--- config.mk ---
export PLATFORM = sky130hd
export DESIGN_NAME = pipe_stage_reg
export DESIGN_NICKNAME = d
export VERILOG_FILES = /design/src/rtl/pipe_stage_reg.sv
export SDC_FILE = /design/constraint.sdc
export NUM_CORES = 1
export LEC_CHECK = 0
export CORE_ASPECT_RATIO = 1.4
export CORE_MARGIN = 1.5
export CORE_UTILIZATION = 52
export DETAILED_ROUTE_END_ITERATION = 8
export PLACE_DENSITY = 0.89
export SLEW_MARGIN = 20
export SYNTH_ARGS = -nofsm -noshare
export SYNTH_HDL_FRONTEND = slang
export SYNTH_SLANG_ARGS = --single-unit
--- constraint.sdc ---
create_clock -name Clock_i -period 2.5 [get_ports Clock_i]
set_input_delay 0.5 -clock Clock_i [delete_from_list [all_inputs] [get_ports Clock_i]]
set_output_delay 0.5 -clock Clock_i [all_outputs]
set_load 0.05 [all_outputs]
--- src/rtl/pipe_stage_reg.sv ---
// Parametrised pipeline stage register: control + data payload with valid/ready,
// stall/flush, bubble insertion and an optional 2-entry skid buffer.
module pipe_stage_reg #(
  parameter int unsigned DATA_W = 96,
  parameter int unsigned CTRL_W = 8,
  parameter int unsigned SKID   = 1
) (
  input  logic              Clock_i,
  input  logic              Reset_n_i,
  input  logic              Valid_i,
  output logic              Ready_o,
  input  logic [CTRL_W-1:0] Ctrl_i,
  input  logic [DATA_W-1:0] Data_i,
  input  logic              Stall_i,
  input  logic              Flush_i,
  output logic              Valid_o,
  input  logic              Ready_i,
  output logic [CTRL_W-1:0] Ctrl_o,
  output logic [DATA_W-1:0] Data_o,
  output logic [1:0]        Occupancy_o,
  output logic [15:0]       BubbleCount_o
);

  logic              m_valid_q, s_valid_q;
  logic [CTRL_W-1:0] m_ctrl_q, s_ctrl_q;
  logic [DATA_W-1:0] m_data_q, s_data_q;
  logic [15:0]       bubble_q;
  logic              ready;
  logic              in_x;
  logic              out_x;

  // With the skid buffer, ready depends only on registered skid state (gated by reset).
  always_comb begin
    out_x = m_valid_q & Ready_i & ~Stall_i;
    if (SKID != 0) begin
      ready = Reset_n_i & ~s_valid_q;
    end else begin
      ready = Reset_n_i & (~m_valid_q | (Ready_i & ~Stall_i));
    end
    in_x = Valid_i & ready;
  end

  always_ff @(posedge Clock_i) begin
    if (!Reset_n_i) begin
      m_valid_q <= 1'b0;
      s_valid_q <= 1'b0;
      m_ctrl_q  <= '0;
      m_data_q  <= '0;
      s_ctrl_q  <= '0;
      s_data_q  <= '0;
      bubble_q  <= '0;
    end else begin
      if (!m_valid_q && (bubble_q != '1)) begin
        bubble_q <= bubble_q + 16'd1;
      end
      if (Flush_i) begin
        m_valid_q <= 1'b0;
        s_valid_q <= 1'b0;
        m_ctrl_q  <= '0;
      end else if (!m_valid_q || out_x) begin
        if (s_valid_q) begin
          m_valid_q <= 1'b1;
          m_ctrl_q  <= s_ctrl_q;
          m_data_q  <= s_data_q;
          if (in_x) begin
            s_valid_q <= 1'b1;
            s_ctrl_q  <= Ctrl_i;
            s_data_q  <= Data_i;
          end else begin
            s_valid_q <= 1'b0;
          end
        end else if (in_x) begin
          m_valid_q <= 1'b1;
          m_ctrl_q  <= Ctrl_i;
          m_data_q  <= Data_i;
        end else begin
          // Bubble: control cleared, data left holding its last value.
          m_valid_q <= 1'b0;
          m_ctrl_q  <= '0;
        end
      end else if (in_x && (SKID != 0)) begin
        s_valid_q <= 1'b1;
        s_ctrl_q  <= Ctrl_i;
        s_data_q  <= Data_i;
      end
    end
  end

  assign Ready_o       = ready;
  assign Valid_o       = m_valid_q;
  assign Ctrl_o        = m_ctrl_q;
  assign Data_o        = m_data_q;
  assign Occupancy_o   = {1'b0, m_valid_q} + {1'b0, s_valid_q};
  assign BubbleCount_o = bubble_q;

endmodule

== Word-level counts from Yosys, hierarchy flattened ==
Index checks and enable logic that the tools add are counted.

* Add/subtract/negate cells: 2
* Equal/unequal tests: 2
* Mux-type cells: 15
* Bitwise logic cells: 8
* Reductions and logical operators: 8

{| class="wikitable"
|+ Operator list
! kind !! number
|-
| 2-to-1 mux 96 bit || 5
|-
| 2-to-1 mux 8 bit || 5
|-
| adder 16 x 1 -> 16 bit (second input constant) || 1
|-
| != test 16 bit (second input constant) || 1
|-
| 2-to-1 mux 1 bit || 5
|-
| bitwise AND 1 bit || 4
|-
| inverter 1 bit || 4
|-
| nonzero test 2 bit || 2
|-
| AND reduction 3 bit || 1
|-
| adder 1 x 1 -> 2 bit || 1
|-
| != test 2 bit (second input constant) || 1
|-
| AND reduction 2 bit || 1
|-
| OR reduction 2 bit || 1
|-
| logical AND 1 bit || 1
|-
| logical NOT 1 bit || 1
|-
| logical OR 1 bit || 1
|}

* Input port bits: 110
* Register bits after elaboration: 226

== Logic depth before layout (Yosys ltp) ==
Gate-level depths: netlist of the first run.

* Depth in word-level cells: 6
* Gate-level depth with buffers: 9

== Worst setup path after synthesis of the first run ==
Ideal clock, no wire load.

* Kind: reg2reg
* Start point: reg bubble_q[4], in the netlist BubbleCount_o[4]
* End point: reg bubble_q[13], in the netlist BubbleCount_o[13]
* Setup time: 0.070 ns
* Buffers on the path: 0
* Arrival: 2.047 ns
* Stages on the path, launching flop included: 5
* Clock period less this slack: 2.117 ns
* Data required time: 2.430 ns
* Slack: 0.383 ns
* Path through: dfxtp_1 nand4_2 or4b_4 or3_1 a21oi_1

* Word-level cells in the longest chain between the ends: 2
* Elaborated cells on any way between the ends: 3
* Classes of those cells: add/sub (1); eq/ne (1); reduce/logical (1)

{| class="wikitable"
|+ Ends and longest elaborated chain
! what !! RTL line !! RTL
|-
| start: declaration || 27 || <nowiki>logic [15:0] bubble_q;</nowiki>
|-
| start signal: assignment || 54 || <nowiki>bubble_q <= bubble_q + 16'd1;</nowiki>
|-
| parallel branches: the longest is 2 deep, another holds adder 16 x 1 -> 16 bit || - ||
|}

Parallel ways; which one is timed is not known.
A chain may end at the register's enable or synchronous reset.

== Final worst setup path of the first run ==
* Start point: reg bubble_q[3], in the netlist BubbleCount_o[3]
* End point: out BubbleCount_o[3]

{| class="wikitable"
|+ RTL lines
! what !! RTL line !! RTL
|-
| end: declaration || 21 || <nowiki>output logic [15:0] BubbleCount_o</nowiki>
|}

No word-level cell between the ends.

==> metrics.md, run 1 <==
| Metric | Value |
|---|---|
| Post-synth top area share | 0.505 |
| Crit-path max cell delay | 0.86 ns |
| GRT Total Usage | 0.266 |
| Wire per inst | 17.0 um |
| Worst setup SP type | flop |
| Syn_area_per_cell | 8.71 um2 |
| Routed vias/inst | 5.68 |
| Placed Area | 11500 um2 |
| Status | complete, no violations |
| Worst slew pin tran | 0.764 ns |
| Fin crit share | 0.942 |
| Register bit total from synthesis | 226 |
| CTS tree | done |
| Htree depth | 1 |
| Fin. max-slew vios | 0 |
| CP max-delay cell | clkdlybuf4s50_1 |
| Critical Path End Type | primary output |
| Worst Path Arrival | 1.85 ns |
| Synth cell types | 36 |
| VDD IR max | 0.000673 V |
| Critical path class | reg -> out |
| Hold/Removal Path Class | reg -> reg |
| CTS clock-pin slew for the worst setup and hold paths | 0.06 ns |
| CP cell instances | clkdlybuf4s50_1 |
| CTS Buf Count | 22 |
| Layout cells sized above 1 | 0.0582 |
| Post-route insts no fill | 1441 |
| Skew-Pair Late Insertion Delay | 0.50 ns |
| First-pass GRT wire length | 39200 um |
| Post-Syn Instances | 1028 |
| Post-CTS sizing | 0 |
| Sequential share of the synthesized area | 0.505 |
| Commonest non-fill, non-tap cell in the layout | clkdlybuf4s50_1 |
| RD Place Congestion | 0.823 |
| Setup Fix Bufs, Post-CTS | 0 |
| Yosys warns | 0 |
| Residual DRC | 0 |
| Num Clock Sinks | 226 |
| Max-cap violations | 0 |
| Vias in the first global route | 8028 |
| Pin count of the biggest net entering global routing | 85 |
| Cell-internal power | 0.00603 W |
| CTS Root Cell | clkbuf_16 |
| Port bufs | 233 |
| Die width | 114 um |
| Final Power | 0.00809 W |
| Largest cells by area after synthesis | dfxtp_1, mux2i_1, nand2_1 |
| Nets@finish | 1335 |
| RSZ-0062 raised after global routing | false |
| Row Count | 56 |
| Crit-path max FO | 9 |
| IO Count | 234 |
| Chip height | 158 um |
| WP data required | 2.00 ns |
| Skew final | 0.00572 ns |
| Starting Density | 0.533 |
| Setup TNS | 0 ns |
| Sw frac | 0.254 |
| Die area | 18000 um2 |
| Area Overhead vs Synth | 36.4% |
| Post-synth top area cell | dfxtp_1 |
| Sequential Power Share | 0.465 |
| Finish-stage setup viols | 0 |
| Min Tclk post-route | 2.35 ns |
| Post-Syn Area | 8960 um2 |
| Psw | 0.00206 W |
| Total core area | 16800 um2 |
| Buf+Inv Stages, Crit Path | 1 |
| Cell area after layout | 12200 um2 |
| Clock power frac | 0.404 |
| CP top delay family | buffers and inverters |
| PD cells | 662 nW/um2 |
| Post-Syn Nets | 1140 |
| Final Hold Viols | 0 |
| Fmax | 0.425 GHz |
| Most frequent cells in the layout | clkdlybuf4s50_1, dfxtp_1, nand2_1 |
| Combinational Power Share | 0.131 |
| 1st-iter DRT viols | 710 |
| HPWL Detailed | 16100 um |
| Clock buffer depth | 3 |
| Post-CTS Hold Buffers | 0 |
| Leak Pwr | 3.96 nW |
| Relative slew slack | 0.491 |
| First-pass DRT Iterations | 8 |
| ANT nets after route | 0 |
| Cell count after placement | 1402 |
| N_diodes | 0 |
| Via count | 8186 |
| Grt ovf | 0 |
| Initial antenna violation count | 0 |
| DRT Wirelength | 24500 um |
[flip-flops by register name (all words and copies together), names as in the netlist]
signal	count
Data_o	96
s_data_q	96
Valid_o	1
Ctrl_o	8
BubbleCount_o	16
s_ctrl_q	8
s_valid_q	1
[routing by layer]
metal,global-route usage,part of all wire,up-vias
li1,-,-,3971
met1,0.303,0.39,3835
met4,0.141,0.055,0
met5,0,0,-
met3,0.0415,0.053,91
met2,0.478,0.50,289
[cell families after synthesis]
| logic type | after synthesis | synth area share |
|---|---|---|
| AND/OR/NAND/NOR | 376 | 0.174 |
| buffers and inverters | 90 | 0.0425 |
| multiplexers | 99 | 0.111 |
| adder cells (fa/ha/maj) | 2 | 0.00279 |
| AO/OA/AOI/OAI | 235 | 0.165 |
| flip-flops | 226 | 0.505 |
[power groups by stage]
| stage | Clock (W) | Combinational [W] | Sequential, W |
|---|---|---|---|
| after floorplan | 0 | 0.000276 | 0.00414 |
| after CTS | 0.00332 | 0.00106 | 0.00376 |
| after detailed placement | 0 | 0.00106 | 0.00384 |
| after global placement | 0 | 0.00104 | 0.00383 |
| final | 0.00327 | 0.00106 | 0.00376 |
| after global routing | 0.00346 | 0.00112 | 0.00377 |
[area by class of cell]
cell class                 count  area (um2)
clock buffer                  31         646
clock inverter                 8        70.1
fill                        1199        4600
inverter                       4        20.0
multi-input combinational    712        4070
sequential                   226        4530
tap                          203         254
timing repair buffer         257        2630
[path summary, 6_finish.rpt]
path                            slack (ns)             start                to  depth (start not counted)
worst max-delay path                  0.15  BubbleCount_o[3]  BubbleCount_o[3]                          1
worst max register to register        0.53         s_valid_q      s_data_q[58]                          5
worst min register to register        0.45      s_data_q[78]      s_data_q[78]                          2
worst min-delay path                  0.45      s_data_q[78]      s_data_q[78]                          2
[metrics by stage]
step	setup slack (ns)	hold slack, ns	utilization
after floorplan	0.383	0.436	-
after global placement	0.254	0.441	0.684
after detailed placement	0.176	0.446	0.684
after CTS	0.123	0.455	0.726
after global routing	0.113	0.470	0.726
final	0.146	0.453	0.726
[Yosys cell counts (all sizes together)]
master,instances
buf,30
o21a,1
nor4b,1
nand2,219
and4b,2
ha,2
mux2i,99
a211oi,99
o31ai,3
o31a,1
nor4,4
or3,5
or4,2
clkbuf,56
and3,3
a222oi,8
nand4,4
nand2b,4
and4,1
and3b,1
a31oi,2
nor3,12
a21oi,114
inv,4
dfxtp,226
nor2,111
nand4b,2
or4b,1
o21ai,7
nand3,4
Power figures use the tool's default switching activity.
==> run 2: changes to the inputs <==
Settings changed: CTS_CLUSTER_SIZE from default to 20, PLACE_DENSITY 0.89 to 0.93.
==> run 2 against run 1 <==
Die area did not move. Largest power group unchanged. Flip-flop and latch count did not move. Sequential share of layout area rose by 0.13 points. Clock-buffer cell count rose by 1. Fmax rose by 0.40%. Hold slack barely moved. Register-to-register slack got worse by 0.08 ns. Largest cell class unchanged. Clock skew rose by 0.0016 ns.
==> metrics.md, run 2 (synthesis results as in run 1) <==
| Metric | Value |
|---|---|
| CTS tree | done (unchanged) |
| First-pass GRT wire length | 37800 um (was 39200 um) |
| Critical Path End Type | primary output (unchanged) |
| ANT nets after route | 0 (unchanged) |
| Crit-path max FO | 9 (unchanged) |
| Min Tclk post-route | 2.35 ns (about the same) |
| RD Place Congestion | 0.834 (was 0.823) |
| Port bufs | 233 (unchanged) |
| CP max-delay cell | clkdlybuf4s50_1 (unchanged) |
| Chip height | 158 um (unchanged) |
| Fin crit share | 0.938 (was 0.942) |
| Grt ovf | 0 (unchanged) |
| Row Count | 56 (unchanged) |
| Setup Fix Bufs, Post-CTS | 0 (unchanged) |
| CTS Root Cell | clkbuf_16 (unchanged) |
| Fin. max-slew vios | 0 (unchanged) |
| Nets@finish | 1329 (was 1335) |
| Final Hold Viols | 0 (unchanged) |
| CP top delay family | buffers and inverters (unchanged) |
| CTS clock-pin slew for the worst setup and hold paths | 0.06 ns (about the same) |
| Initial antenna violation count | 0 (unchanged) |
| Residual DRC | 0 (unchanged) |
| Clock power frac | 0.395 (was 0.404) |
| Buf+Inv Stages, Crit Path | 1 (unchanged) |
| 1st-iter DRT viols | 673 (was 710) |
| Finish-stage setup viols | 0 (unchanged) |
| Commonest non-fill, non-tap cell in the layout | clkdlybuf4s50_1 (unchanged) |
| DRT Wirelength | 24500 um (about the same) |
| Pin count of the biggest net entering global routing | 111 (was 85) |
| Setup TNS | 0 ns (unchanged) |
| Combinational Power Share | 0.133 (was 0.131) |
| Critical path class | reg -> out (unchanged) |
| Status | complete, no violations (unchanged) |
| Num Clock Sinks | 226 (unchanged) |
| Skew final | 0.00728 ns (was 0.00572 ns) |
| Setup slack, reg-to-reg | 0.45 ns (was 0.53 ns) |
| Die width | 114 um (unchanged) |
| RSZ-0062 raised after global routing | false (unchanged) |
| Sw frac | 0.256 (was 0.254) |
| Crit-path max cell delay | 0.87 ns (was 0.86 ns) |
| PD cells | 653 nW/um2 (was 662 nW/um2) |
| Most frequent cells in the layout | clkdlybuf4s50_1, dfxtp_1, nand2_1 (unchanged) |
| PnR worst setup slack | 0.155 ns (was 0.146 ns) |
| N_diodes | 0 (unchanged) |
| Worst Path Arrival | 1.85 ns (about the same) |
| Die area | 18000 um2 (unchanged) |
| HPWL Detailed | 15700 um (was 16100 um) |
| Skew-Pair Late Insertion Delay | 0.49 ns (was 0.50 ns) |
| Clock buffer depth | 3 (unchanged) |
| WP data required | 2.00 ns (about the same) |
| Starting Density | 0.533 (unchanged) |
| Area Overhead vs Synth | 35.9% (was 36.4%) |
| Leak Pwr | 3.93 nW (was 3.96 nW) |
| Psw | 0.00203 W (was 0.00206 W) |
| VDD IR max | 0.000513 V (was 0.000673 V) |
| Total core area | 16800 um2 (unchanged) |
| Fmax | 0.426 GHz (was 0.425 GHz) |
| Worst slew pin tran | 0.611 ns (was 0.764 ns) |
| CP cell instances | clkdlybuf4s50_1 (unchanged) |
| Hold/Removal Path Class | reg -> reg (unchanged) |
| Max-cap violations | 0 (unchanged) |
| Post-Place Worst Slack | 0.133 ns (was 0.176 ns) |
| Worst setup SP type | flop (unchanged) |
| Layout cells sized above 1 | 0.0520 (was 0.0582) |
| GRT Total Usage | 0.257 (was 0.266) |
| Htree depth | 1 (unchanged) |
| Final Power | 0.00795 W (was 0.00809 W) |
| First-pass DRT Iterations | 7 (was 8) |
| Vias in the first global route | 7743 (was 8028) |
| CTS Buf Count | 22 (unchanged) |
| Placed Area | 11500 um2 (about the same) |
| Relative slew slack | 0.589 (was 0.491) |
| Cell-internal power | 0.00592 W (was 0.00603 W) |
| Sequential Power Share | 0.473 (was 0.465) |
| Cell area after layout | 12200 um2 (about the same) |
| Via count | 8131 (was 8186) |
| Routed vias/inst | 5.67 (was 5.68) |
| IO Count | 234 (unchanged) |
| Wire per inst | 17.1 um (was 17.0 um) |
[run 2: cell types whose count changed in the layout (fill, tap and decap cells not counted), sizes merged]
cell	change
clkinvlp	-2
clkbuf	+2
clkinv	+1
buf	-7
bufinv	-1
[run 2: metrics by stage]
step           utilization  instances  hold WS (ns)
5_1_grt              0.724       1434         0.469
3_3_place_gp         0.681       1395         0.441
6_report             0.724       1434         0.453
3_5_place_dp         0.681       1395         0.446
2_1_floorplan            -       1028         0.436
4_1_cts              0.722       1433         0.454
[run 2: metal layers]
metal  track usage  part of all wire
met1         0.299              0.39
met2         0.455              0.51
met3        0.0426             0.054
met4         0.132             0.051
met5             0                 0
[run 2: layout make-up]
class	count	area, um2
timing repair buffer	251	2620
multi-input combinational	712	4070
sequential	226	4530
inverter	4	20.0
fill	1225	4650
tap	203	254
clock buffer	32	649
clock inverter	6	30.0
[run 2: final timing paths]
path	from	endpoint	depth (start not counted)
max	BubbleCount_o[3]	BubbleCount_o[3]	1
min	s_data_q[51]	s_data_q[51]	2
max reg2reg	s_valid_q	Data_o[31]	5
min reg2reg	s_data_q[51]	s_data_q[51]	2
[run 2: repair_timing]
| item | 4_1_cts | 5_1_grt |
|---|---|---|
| resized for setup | 0 | 1 |
| endpoints found under the setup margin | 0 | 1 |
| hold endpoints to repair | 0 | 0 |
| hold buffers | 0 | 0 |
[run 2: power groups by stage]
stage / Clock (W) / Sequential, W / Combinational (W)
after floorplan: 0 / 0.00414 / 0.000276
after global placement: 0 / 0.00383 / 0.00103
after detailed placement: 0 / 0.00384 / 0.00105
after CTS: 0.00318 / 0.00376 / 0.00106
after global routing: 0.00332 / 0.00377 / 0.00111
final: 0.00314 / 0.00376 / 0.00106
[run 2: worst min-delay path, delay by kind of cell, from the launching register on]
kind,cells,cell delay (ns)
DFF,1,0.31
and+or+nand+nor,1,0.05
AOI/OAI and AO/OA,1,0.05
==> run 3: changes to the inputs <==
Settings changed: CORE_UTILIZATION 52 to 25, PLACE_DENSITY 0.93 to 0.55, RECOVER_POWER from default to 25.
==> run 3 against run 2 <==
Die area increased by 110%. Sequential power about the same. Total power increased by 8.9%. Largest power group is now clock.
==> metrics.md, run 3 (synthesis results as in run 1) <==
| Metric | Value |
|---|---|
| CTS Buf Count | 25 (was 22) |
| DRT Wirelength | 27400 um (was 24500 um) |
| Nets@finish | 1333 (was 1329) |
| WP data required | 2.00 ns (about the same) |
| R2r startpoint | s_valid_q (unchanged) |
| Area Overhead vs Synth | 41.0% (was 35.9%) |
| Vias in the first global route | 7346 (was 7743) |
| Initial antenna violation count | 0 (unchanged) |
| CP cell instances | clkdlybuf4s50_1 (unchanged) |
| Worst setup SP type | flop (unchanged) |
| Critical Path End Type | primary output (unchanged) |
| Skew final | 0.00902 ns (was 0.00728 ns) |
| 1st-iter DRT viols | 433 (was 673) |
| Final Power | 0.00866 W (was 0.00795 W) |
| Fmax | 0.422 GHz (was 0.426 GHz) |
| Most frequent cells in the layout | clkdlybuf4s50_1, dfxtp_1, nand2_1 (unchanged) |
| Via count | 7871 (was 8131) |
| GRT Total Usage | 0.142 (was 0.257) |
| Fin crit share | 0.948 (was 0.938) |
| HP Start | s_data_q[16] (was s_data_q[51]) |
| Die area | 37000 um2 (was 18000 um2) |
| First-pass GRT wire length | 41200 um (was 37800 um) |
| Pin count of the biggest net entering global routing | 152 (was 111) |
| CP max-delay cell | clkdlybuf4s50_1 (unchanged) |
| Routed vias/inst | 4.64 (was 5.67) |
| N_diodes | 0 (unchanged) |
| Port bufs | 233 (unchanged) |
| Post-CTS Hold Buffers | 0 (unchanged) |
| Crit-path max FO | 7 (was 9) |
| Relative slew slack | 0.107 (was 0.589) |
| Post-layout util | 0.359 (was 0.724) |
| Buf+Inv Stages, Crit Path | 1 (unchanged) |
| Commonest non-fill, non-tap cell in the layout | clkdlybuf4s50_1 (unchanged) |
| Worst slew pin tran | 1.34 ns (was 0.611 ns) |
| Fin. max-slew vios | 0 (unchanged) |
| Leak Pwr | 4.00 nW (was 3.93 nW) |
| First-pass DRT Iterations | 4 (was 7) |
| PD cells | 686 nW/um2 (was 653 nW/um2) |
| Max-cap violations | 0 (unchanged) |
| Crit-path max cell delay | 0.86 ns (was 0.87 ns) |
| Clock power frac | 0.443 (was 0.395) |
| VDD IR max | 0.000473 V (was 0.000513 V) |
| ANT nets after route | 0 (unchanged) |
| Finish-stage setup viols | 0 (unchanged) |
| RSZ-0062 raised after global routing | false (unchanged) |
| Cell-internal power | 0.00643 W (was 0.00592 W) |
| Total core area | 35200 um2 (was 16800 um2) |
| Final Hold Viols | 0 (unchanged) |
| Layout cells sized above 1 | 0.0581 (was 0.0520) |
| Starting Density | 0.255 (was 0.533) |
| Min Tclk post-route | 2.37 ns (was 2.35 ns) |
| Status | complete, no violations (unchanged) |
| Grt ovf | 0 (unchanged) |
| Htree depth | 1 (unchanged) |
| Die width | 163 um (was 114 um) |
| Critical path class | reg -> out (unchanged) |
| Sw frac | 0.258 (was 0.256) |
| Setup TNS | 0 ns (unchanged) |
| Residual DRC | 0 (unchanged) |
| RD Place Congestion | 0.733 (was 0.834) |
| Clock buffer depth | 3 (unchanged) |
| Num Clock Sinks | 226 (unchanged) |
| Post-CTS sizing | 0 (unchanged) |
| CTS Root Cell | clkbuf_16 (unchanged) |
| IO Count | 234 (unchanged) |
| Row Count | 81 (was 56) |
| Hold/Removal Path Class | reg -> reg (unchanged) |
| Combinational Power Share | 0.122 (was 0.133) |
| CTS tree | done (unchanged) |
| Setup Fix Bufs, Post-CTS | 0 (unchanged) |
| Chip height | 227 um (was 158 um) |
| Sequential Power Share | 0.434 (was 0.473) |
| Critical Path Start | BubbleCount_o[8] (was BubbleCount_o[3]) |
| HPWL Detailed | 17900 um (was 15700 um) |
| CTS clock-pin slew for the worst setup and hold paths | 0.06 ns (about the same) |
| Wire per inst | 16.1 um (was 17.1 um) |
| CP top delay family | buffers and inverters (unchanged) |
| Worst Path Arrival | 1.87 ns (was 1.85 ns) |
| Psw | 0.00223 W (was 0.00203 W) |
| Skew-Pair Late Insertion Delay | 0.53 ns (was 0.49 ns) |
[run 3: final timing paths]
path | end | slack (ns) | cells past startpoint
hold / removal | s_data_q[16] | 0.45 | 2
setup reg to reg | s_data_q[9] | 0.23 | 5
hold reg to reg | s_data_q[16] | 0.45 | 2
setup / recovery | BubbleCount_o[8] | 0.13 | 1
[run 3: area by class of cell]
| cell class | count | area, um2 |
|---|---|---|
| clock inverter | 13 | 153 |
| inverter | 4 | 20.0 |
| tap | 456 | 571 |
| multi-input combinational | 712 | 4050 |
| sequential | 226 | 4530 |
| clock buffer | 33 | 706 |
| timing repair buffer | 252 | 2610 |
| fill | 3565 | 22500 |
[run 3: through the flow]
| step | setup slack, ns | hold WS, ns | area (um2) | instances |
|---|---|---|---|---|
| finish | 0.129 | 0.451 | 12600 | 1696 |
| detailed placement | 0.145 | 0.448 | 11800 | 1650 |
| CTS | 0.103 | 0.456 | 12700 | 1696 |
| floorplan | 0.383 | 0.436 | 8960 | 1028 |
| global route | 0.0329 | 0.467 | 12600 | 1696 |
| global placement | 0.259 | 0.441 | 11800 | 1650 |
[run 3: layer usage]
layer | GRT usage | vias up | wire length [um]
li1 | - | 3972 | -
met1 | 0.166 | 3679 | 11100
met2 | 0.258 | 182 | 14100
met3 | 0.0266 | 38 | 1440
met4 | 0.0497 | 0 | 707
met5 | 0 | - | 0
[run 3: power groups by stage]
stage	combinational, W	sequential (W)	clock (W)
2_1_floorplan	0.000276	0.00414	0
3_3_place_gp	0.00106	0.00384	0
3_5_place_dp	0.00107	0.00384	0
4_1_cts	0.00108	0.00376	0.00396
5_1_grt	0.00113	0.00377	0.00409
6_report	0.00106	0.00376	0.00384
